--- src/rtl/rgb_axis_packer_pkg.sv ---
// rgb_axis_packer_pkg
//   Shared widths, state encoding, tkeep constants and the output word type
//   used by the RGB-to-AXI4-Stream packer and its output register.
package rgb_axis_packer_pkg;

  localparam int PIX_W  = 24;
  localparam int AXIS_W = 32;
  localparam int KEEP_W = AXIS_W / 8;

  typedef enum logic {
    PACK  = 1'b0,
    FLUSH = 1'b1
  } state_e;

  localparam logic [KEEP_W-1:0] KEEP_ALL = 4'b1111;
  localparam logic [KEEP_W-1:0] KEEP_3B  = 4'b0111;
  localparam logic [KEEP_W-1:0] KEEP_2B  = 4'b0011;
  localparam logic [KEEP_W-1:0] KEEP_1B  = 4'b0001;

  typedef struct packed {
    logic [AXIS_W-1:0] data;
    logic [KEEP_W-1:0] keep;
    logic              last;
    logic              user;
  } axis_word_t;

  // Residual byte count is encoded by phase: phase 1/2/3 leaves 3/2/1 bytes.
  function automatic logic [KEEP_W-1:0] flush_keep(input logic [1:0] phase);
    case (phase)
      2'd1:    flush_keep = KEEP_3B;
      2'd2:    flush_keep = KEEP_2B;
      default: flush_keep = KEEP_1B;
    endcase
  endfunction

endpackage

--- src/rtl/rgb_axis_packer_out_reg.sv ---
// rgb_axis_packer_out_reg
//   One-deep AXI4-Stream output register. A loaded word is held stable while
//   tvalid & ~tready; the slot is free when ~tvalid | tready.
// Ports
//   clk, reset    : clock, synchronous active-high reset
//   load, wr_word : write a new word (caller only loads when slot_free)
//   tready        : downstream ready
//   word, tvalid  : registered output word and valid
//   slot_free     : register may accept a word this cycle
module rgb_axis_packer_out_reg
  import rgb_axis_packer_pkg::*;
(
  input  logic       clk,
  input  logic       reset,
  input  logic       load,
  input  axis_word_t wr_word,
  input  logic       tready,
  output axis_word_t word,
  output logic       tvalid,
  output logic       slot_free
);

  assign slot_free = ~tvalid | tready;

  always_ff @(posedge clk) begin
    if (reset) begin
      word   <= '0;
      tvalid <= 1'b0;
    end else if (load) begin
      word   <= wr_word;
      tvalid <= 1'b1;
    end else if (tready) begin
      tvalid <= 1'b0;
    end
  end

endmodule

--- src/rtl/rgb_axis_packer.sv ---
// rgb_axis_packer
//   Packs 24-bit RGB pixels into a byte-dense little-endian 32-bit AXI4-Stream
//   (4 pixels -> 3 words). tuser marks the first word of a frame, tlast the
//   last word of a line; partial words at line end are flushed with PAD_BYTE.
// Ports
//   clk, reset                     : clock, synchronous active-high reset
//   in_r/in_g/in_b, in_valid       : pixel input
//   in_sof, in_eol, in_ready       : frame/line markers, input handshake
//   out_stream_t*                  : AXI4-Stream master
//   err_misalign                   : sticky, sof seen mid-group
module rgb_axis_packer
  import rgb_axis_packer_pkg::*;
#(
  parameter logic [7:0] PAD_BYTE  = 8'h00,
  parameter int         RGB_ORDER = 1
) (
  input  logic              clk,
  input  logic              reset,
  input  logic [7:0]        in_r,
  input  logic [7:0]        in_g,
  input  logic [7:0]        in_b,
  input  logic              in_valid,
  input  logic              in_sof,
  input  logic              in_eol,
  output logic              in_ready,
  output logic [AXIS_W-1:0] out_stream_tdata,
  output logic [KEEP_W-1:0] out_stream_tkeep,
  output logic              out_stream_tlast,
  output logic              out_stream_tuser,
  output logic              out_stream_tvalid,
  input  logic              out_stream_tready,
  output logic              err_misalign
);

  state_e           state;
  logic [1:0]       phase;
  logic [PIX_W-1:0] residual;
  logic             sof_pend;
  logic             err;

  logic [PIX_W-1:0] pix;
  logic [1:0]       eph;
  logic             acc, slot_free, load;
  axis_word_t       wr_word, word;

  assign pix = (RGB_ORDER != 0) ? {in_r, in_g, in_b} : {in_b, in_g, in_r};

  // Phase 0 never emits, so a pixel is taken there even under back-pressure.
  assign in_ready = ~reset & (state == PACK) & ((phase == 2'd0) | slot_free);
  assign acc      = in_valid & in_ready;
  // A sof pixel always restarts the group as p0, discarding any residual.
  assign eph      = in_sof ? 2'd0 : phase;

  always_comb begin
    load         = 1'b0;
    wr_word      = '0;
    wr_word.user = sof_pend;
    if (state == PACK) begin
      if (acc) begin
        wr_word.keep = KEEP_ALL;
        case (eph)
          2'd1: begin
            load         = 1'b1;
            wr_word.data = {pix[7:0], residual};
          end
          2'd2: begin
            load         = 1'b1;
            wr_word.data = {pix[15:0], residual[15:0]};
          end
          2'd3: begin
            load         = 1'b1;
            wr_word.data = {pix, residual[7:0]};
            wr_word.last = in_eol;
          end
          default: ;
        endcase
      end
    end else if (slot_free) begin
      load         = 1'b1;
      wr_word.keep = flush_keep(phase);
      wr_word.last = 1'b1;
      case (phase)
        2'd1:    wr_word.data = {PAD_BYTE, residual};
        2'd2:    wr_word.data = {PAD_BYTE, PAD_BYTE, residual[15:0]};
        default: wr_word.data = {PAD_BYTE, PAD_BYTE, PAD_BYTE, residual[7:0]};
      endcase
    end
  end

  always_ff @(posedge clk) begin
    if (reset) begin
      state    <= PACK;
      phase    <= 2'd0;
      residual <= '0;
      sof_pend <= 1'b0;
      err      <= 1'b0;
    end else begin
      if (load) sof_pend <= 1'b0;
      if (state == PACK) begin
        if (acc) begin
          // sof pixels sit at eph 0 and never load, so this cannot race the clear
          if (in_sof) begin
            sof_pend <= 1'b1;
            if (phase != 2'd0) err <= 1'b1;
          end
          case (eph)
            2'd0: begin residual <= pix;                   phase <= 2'd1; end
            2'd1: begin residual <= {8'h00,  pix[23:8]};   phase <= 2'd2; end
            2'd2: begin residual <= {16'h00, pix[23:16]};  phase <= 2'd3; end
            default: begin residual <= '0;                 phase <= 2'd0; end
          endcase
          // phase keeps encoding the residual size while flushing
          if (in_eol && eph != 2'd3) state <= FLUSH;
        end
      end else if (slot_free) begin
        state    <= PACK;
        phase    <= 2'd0;
        residual <= '0;
      end
    end
  end

  rgb_axis_packer_out_reg u_out_reg (
    .clk       (clk),
    .reset     (reset),
    .load      (load),
    .wr_word   (wr_word),
    .tready    (out_stream_tready),
    .word      (word),
    .tvalid    (out_stream_tvalid),
    .slot_free (slot_free)
  );

  assign out_stream_tdata = word.data;
  assign out_stream_tkeep = word.keep;
  assign out_stream_tlast = word.last;
  assign out_stream_tuser = word.user;
  assign err_misalign     = err;

endmodule

--- config.mk ---
export PLATFORM = sky130hd
export DESIGN_NAME = rgb_axis_packer
export DESIGN_NICKNAME = d
export VERILOG_FILES = /design/src/rtl/rgb_axis_packer_pkg.sv /design/src/rtl/rgb_axis_packer_out_reg.sv /design/src/rtl/rgb_axis_packer.sv
export SDC_FILE = /design/constraint.sdc
export NUM_CORES = 1
export LEC_CHECK = 0
export ABC_AREA = 1
export CAP_MARGIN = 20
export CORE_MARGIN = 5
export CORE_UTILIZATION = 53
export CTS_CLUSTER_DIAMETER = 60
export CTS_CLUSTER_SIZE = 30
export DETAILED_ROUTE_END_ITERATION = 12
export PLACE_DENSITY = 0.77
export SKIP_LAST_GASP = 1
export SYNTH_ARGS = -nofsm -noshare
export SYNTH_HDL_FRONTEND = slang
export SYNTH_HIERARCHICAL = 1
export SYNTH_SLANG_ARGS = --single-unit
export TNS_END_PERCENT = 5
--- constraint.sdc ---
create_clock -name clk -period 2.6 [get_ports clk]
set_input_delay 0.78 -clock clk [delete_from_list [all_inputs] [get_ports clk]]
set_output_delay 0.78 -clock clk [all_outputs]
set_load 0.1 [all_outputs]
# --- Word-level counts from Yosys, hierarchy flattened ---
# Cells that the tools add are included.
classes:
  reduce_logical: 9
  eq_ne: 7
  muxes: 30
  bitwise: 8
ops:
  columns: ["op", "n"]
  rows:
  - ["32-bit case mux with 3 select lines", 1]
  - ["37-bit two-way mux", 2]
  - ["24-bit two-way mux", 3]
  - ["24-bit case mux with 3 select lines", 1]
  - ["24-bit case mux with 2 select lines", 1]
  - ["29-bit two-way mux", 1]
  - ["1-bit two-way mux", 15]
  - ["2-bit two-way mux", 4]
  - ["2-bit == test, second input constant", 3]
  - ["2-bit case mux with 3 select lines", 1]
  - ["3-bit case mux with 2 select lines", 1]
  - ["2-bit nonzero test", 3]
  - ["2-bit by 1-bit == test with 1-bit output, second input constant", 2]
  - ["2-bit zero test", 2]
  - ["4-bit AND reduction", 1]
  - ["1-bit AND", 3]
  - ["1-bit NOT", 3]
  - ["3-bit OR reduction", 1]
  - ["2-bit by 1-bit != test with 1-bit output, second input constant", 1]
  - ["2-bit != test, second input constant", 1]
  - ["1-bit OR", 2]
  - ["2-bit AND reduction", 1]
  - ["1-bit logical AND", 1]
totals:
  elab_cells: 64
  output_inout_bits: 41
  regBits: 68

# --- Logic depth before layout (Yosys ltp) ---
logic_depth:
  depth_word: 11
  ltp_mapped: 13
  depth_no_buf: 11

# --- Modules after synthesis ---
# Netlist, hierarchy kept.
modules_own_cells:
  columns: ["module", "cells_per_inst", "seq_area_each_um2", "area_per_inst_um2", "instances"]
  rows:
  - ["rgb_axis_packer", 403, 580.6, 2443.6, 1]
  - ["rgb_axis_packer_out_reg", 170, 780.7, 1362.6, 1]

# --- Worst setup path before layout ---
# Ideal clock, no wire load.
synth_path:
  path_kind: "reg2out"
  startpoint: "reg u_out_reg.tvalid"
  endpoint: "out in_ready"
  arrival_time_ps: 1600
  n_path_buf: 0
  slack_ps: 220
  required_ps: 1820
  path_stages_with_launch: 4
  path_cell_list: "dfxtp_1 -> nand2_1 -> nor2_1 -> nor2_4"
synth_via:
  elab_chain_cells: 4
synth_lines:
  columns: ["item", "line_no", "text"]
  rows:
  - ["start, declared", "rgb_axis_packer_out_reg.sv:19", "output logic tvalid,"]
  - ["start signal, assigned", "rgb_axis_packer_out_reg.sv:28", "tvalid <= 1'b0;"]
  - ["start signal, assigned", "rgb_axis_packer_out_reg.sv:31", "tvalid <= 1'b1;"]
  - ["start signal, assigned", "rgb_axis_packer_out_reg.sv:33", "tvalid <= 1'b0;"]
  - ["1-bit NOT", "rgb_axis_packer_out_reg.sv:23", "assign slot_free = ~tvalid | tready;"]
  - ["1-bit OR", "rgb_axis_packer_out_reg.sv:23", null]
  - ["via slot_free", "rgb_axis_packer.sv:43", "logic acc, slot_free, load;"]
  - ["1-bit OR", "rgb_axis_packer.sv:49", "assign in_ready = ~reset & (state == PACK) & ((phase == 2'd0) | slot_free);"]
  - ["1-bit AND", "rgb_axis_packer.sv:49", null]
  - ["end, declared", "rgb_axis_packer.sv:25", "output logic in_ready,"]
# The timed path passes the listed nets, and every way through them passes these cells.

# --- Final worst setup path ---
layout_path:
  startpoint: "in reset"
  endpoint: "out in_ready"
layout_via:
  elab_chain_cells: 3
layout_lines:
  columns: ["item", "line_no", "text"]
  rows:
  - ["start, declared", "rgb_axis_packer.sv:18", "input logic reset,"]
  - ["1-bit NOT", "rgb_axis_packer.sv:49", null]
  - ["1-bit AND (2 in a row)", "rgb_axis_packer.sv:49", null]
# No other way between the ends.

==> key figures <==
Floorplanning
  • Ports: 71
  • Initial Utilization: 0.5511
  • Row cnt: 30
  • Die Width: 94.75 um
  • Core area: 6907 um^2
  • Die footprint: 8977 um^2
  • Height of the chip: 94.75 um

Drt
  • First-pass iteration count of the detailed router: 5
  • M1 wire length: 4.707 mm
  • Vias/cell: 5.453
  • Final wirelength: 11.35 mm
  • Met2 WL: 5.176 mm
  • Via count: 4068
  • Initial DRC Count: 357
  • Post-DRT Antenna Nets: 0
  • DR WL/cell: 15.22 um
  • DRC: 0
  • Uppermost layer routed: met4
  • Metal3 WL: 887 um

Placed design
  • HPWL after detailed placement: 8.268 mm
  • GPL Wtd Cong: 0.9679
  • IO Port Bufs: 70
  • Placed Instances: 730

Timing
  • Worst rel slew slack: 0.4455
  • Final number of hold-violating endpoints: 0
  • Least-Margin Pin Slew: 0.8263 ns
  • Slew Viols, Final: 0
  • TNS Setup: 0 ns
  • Fmax: 0.3941 GHz
  • Post-route clock period utilization: 0.9758
  • Min Tclk post-route: 2.537 ns
  • # setup viols final: 0
  • Max Clock Skew: 0.008282 ns
  • RSZ-0062 raised after global routing: no

Final layout
  • Layout cells sized above 1: 0.1846
  • Ant. Diodes: 0
  • Non-filler cells, final: 746
  • Nets@finish: 684
  • Area delta synth->final: 25.84%

Global route
  • First-pass GRT wire length: 18.31 mm
  • GR Overflow Total: 0
  • Aggregate global-route resource usage: 0.2624
  • Pin count of the biggest net entering global routing: 39
  • Initial antenna violation count: 0
  • Vias in the first global route: 3823

Setup path
  • CP bufs+invs: 3
  • Reg-to-reg startpoint: phase[0]
  • Top Family by Delay on Critical Path: buffers and inverters
  • Crit-path slowest cell: clkdlybuf4s50_1
  • Crit. End Element: output port
  • Worst reg-to-reg setup slack: 0.72 ns
  • Slowest stage delay, CP: 0.58 ns
  • Crit-path cells: clkdlybuf4s50_1 > clkinv_2 > nand2_2 > nor2_4 > buf_12
  • Worst Path Required: 1.82 ns
  • Arr. time, crit path: 1.76 ns
  • Crit Path Max Fanout: 4
  • Element type at the critical path start: input pin
  • R2R Path End: u_out_reg/word[28]
  • Critical path class: input pin to output port
  • Reg2reg path depth: 11

Yosys
  • Mapped cell area: 3806 um^2
  • Post-Synth Simple-Gate Area: 0.3386
  • Post-synth top area share: 0.3577
  • Synth area leaders: dfxtp_1 36%, nand2_1 13%, nor2_1 11%, o21ai_0 5.4%, nand3_1 4.7%
  • Total nets after synthesis: 612
  • Synth Warn #: 6
  • Post-Synth Adder-Cell Area: 0.02959
  • Cells after Synth: 573
  • Mux contribution to synthesized area: 0
  • Synth area leader: dfxtp_1
  • Synth Flop Type: dfxtp_1
  • Async SR Flop Fraction: 0
  • Seq cells post-synth: 68
  • Synth Area in Compound Gates: 0.1657
  • Top post-synthesis cells by count: 136 x nand2_1, 111 x nor2_1, 68 x dfxtp_1
  • Count of cell types in the netlist: 29
  • Seq/Total Area, Yosys: 0.3577
  • Main combinational cell family by area after synthesis: simple AND/OR/NAND/NOR gates
  • Most numerous cell in the Yosys netlist: nand2_1
  • Post-synth EDFFs: 0
  • XOR/XNOR Fraction of Synth Area: 0
  • Syn_area_per_cell: 6.642 um^2

Power and ir drop
  • Leakage: 2.174 nW
  • Comb pwr share: 0.320
  • Clock Power Share: 0.309
  • Design internal power: 1.948 mW
  • Sw Share: 0.3848
  • Cell Pwr Density: 661.0 nW/um^2
  • Psw: 1.218 mW
  • Worst vdd ir: 0.4823 mV
  • Register share of total power: 0.371

Clocking
  • CTS buffer count: 9
  • Post-CTS resize count: 0
  • CTS tree: built
  • Number of post-CTS setup repair buffers: 0
  • CTS sink count: 68
  • Root buffer cell: clkbuf_8
  • Clock transition at path regs: 0.07 ns
  • Hold_buf cts: 0
  • # H-tree levels: 3
  • CTS max path bufs: 2
  • Worst-Skew Late Latency: 0.36 ns

Worst hold path
  • Worst hold path class: register to register
  • Hold path depth: 2
  • Min-delay src: err_misalign
  • Worst Hold End: err_misalign

Outcome
  • Status: finished clean

Run
  • Number of max-cap violations: 0
## registers in the layout, summed over array words and instances, names as in the netlist
name	cells
state	1
err_misalign	1
residual	24
u_out_reg/word	38
phase	2
u_out_reg/tvalid	1
sof_pend	1
## power by group through the flow
stage | clock network (mW) | logic [mW] | registers [mW]
finish | 0.980 | 1.01 | 1.17
global route | 1.04 | 1.08 | 1.18
floorplan | 0 | 0.370 | 1.56
detailed placement | 0 | 1.01 | 1.20
CTS | 0.998 | 1.01 | 1.17
global placement | 0 | 0.994 | 1.19
## per-layer routing
metal | GRT usage | up-vias
met2 | 0.4234 | 191
met5 | 0 | -
met3 | 0.03984 | 41
li1 | - | 1983
met4 | 0.1659 | 0
met1 | 0.3260 | 1853
## worst max-delay path by stage
stage,startpoint,end,depth (start not counted)
final,reset,in_ready,5
after detailed placement,in_sof,u_out_reg/word[17],11
after global routing,out_stream_tready,in_ready,6
after global placement,in_sof,u_out_reg/word[23],11
after CTS,out_stream_tready,in_ready,6
after floorplan,u_out_reg/tvalid,in_ready,3
## layout make-up
cell class	count	area (um^2)
Multi-Input combinational cell	425	2032
Inverter	42	162.7
Timing Repair Buffer	99	890.9
Tap cell	96	120.1
Clock inverter	7	98.84
Fill cell	639	2117
Sequential cell	68	1361
Clock buffer	9	123.9
## per-stage QoR
stage	setup WS (ns)	hold slack (ns)	power [mW]	area [um^2]	util
detailed placement	-0.04572	0.4411	2.203	4567	0.6612
CTS	0.05585	0.4534	3.182	4790	0.6935
finish	0.06287	0.4510	3.166	4790	0.6935
floorplan	0.2201	0.4551	1.934	3806	-
global placement	0.002208	0.4404	2.188	4567	0.6612
global route	0.0007956	0.4717	3.304	4790	0.6935
## kinds of logic (layout without fill, tap and decap cells)
family / count (synthesis) / after routing
compound gates: 111 / 111
simple gates: 305 / 305
fa+ha+maj: 9 / 9
buf+inv: 80 / 157
flops: 68 / 68
## cells in the final DEF, fill, tap and decap left out, types with 6 or more instances in the layout
master           count
buf_4               64
clkdlybuf4s50_1     29
a21oi_2             12
a31oi_1              8
o21ai_0             41
ha_1                 9
a21oi_1             31
nor2_1             111
dfxtp_1             68
nand3_1             36
o22ai_1             16
clkbuf_8             9
nand2_2             11
buf_12               6
nand2_1            136
inv_1               39
## worst register-to-register path: stages (launching register included)
cell and delay, ns:
dfxtp_1 0.34, inv_1 0.09, nor2_1 0.14, inv_1 0.11, ha_1 0.24, buf_4 0.21
nand2_1 0.07, nand2_1 0.09, a21oi_1 0.13, o22ai_1 0.11, nor2_1 0.17, nor2_1 0.07
Note: power is estimated with default switching activity, not from simulation.
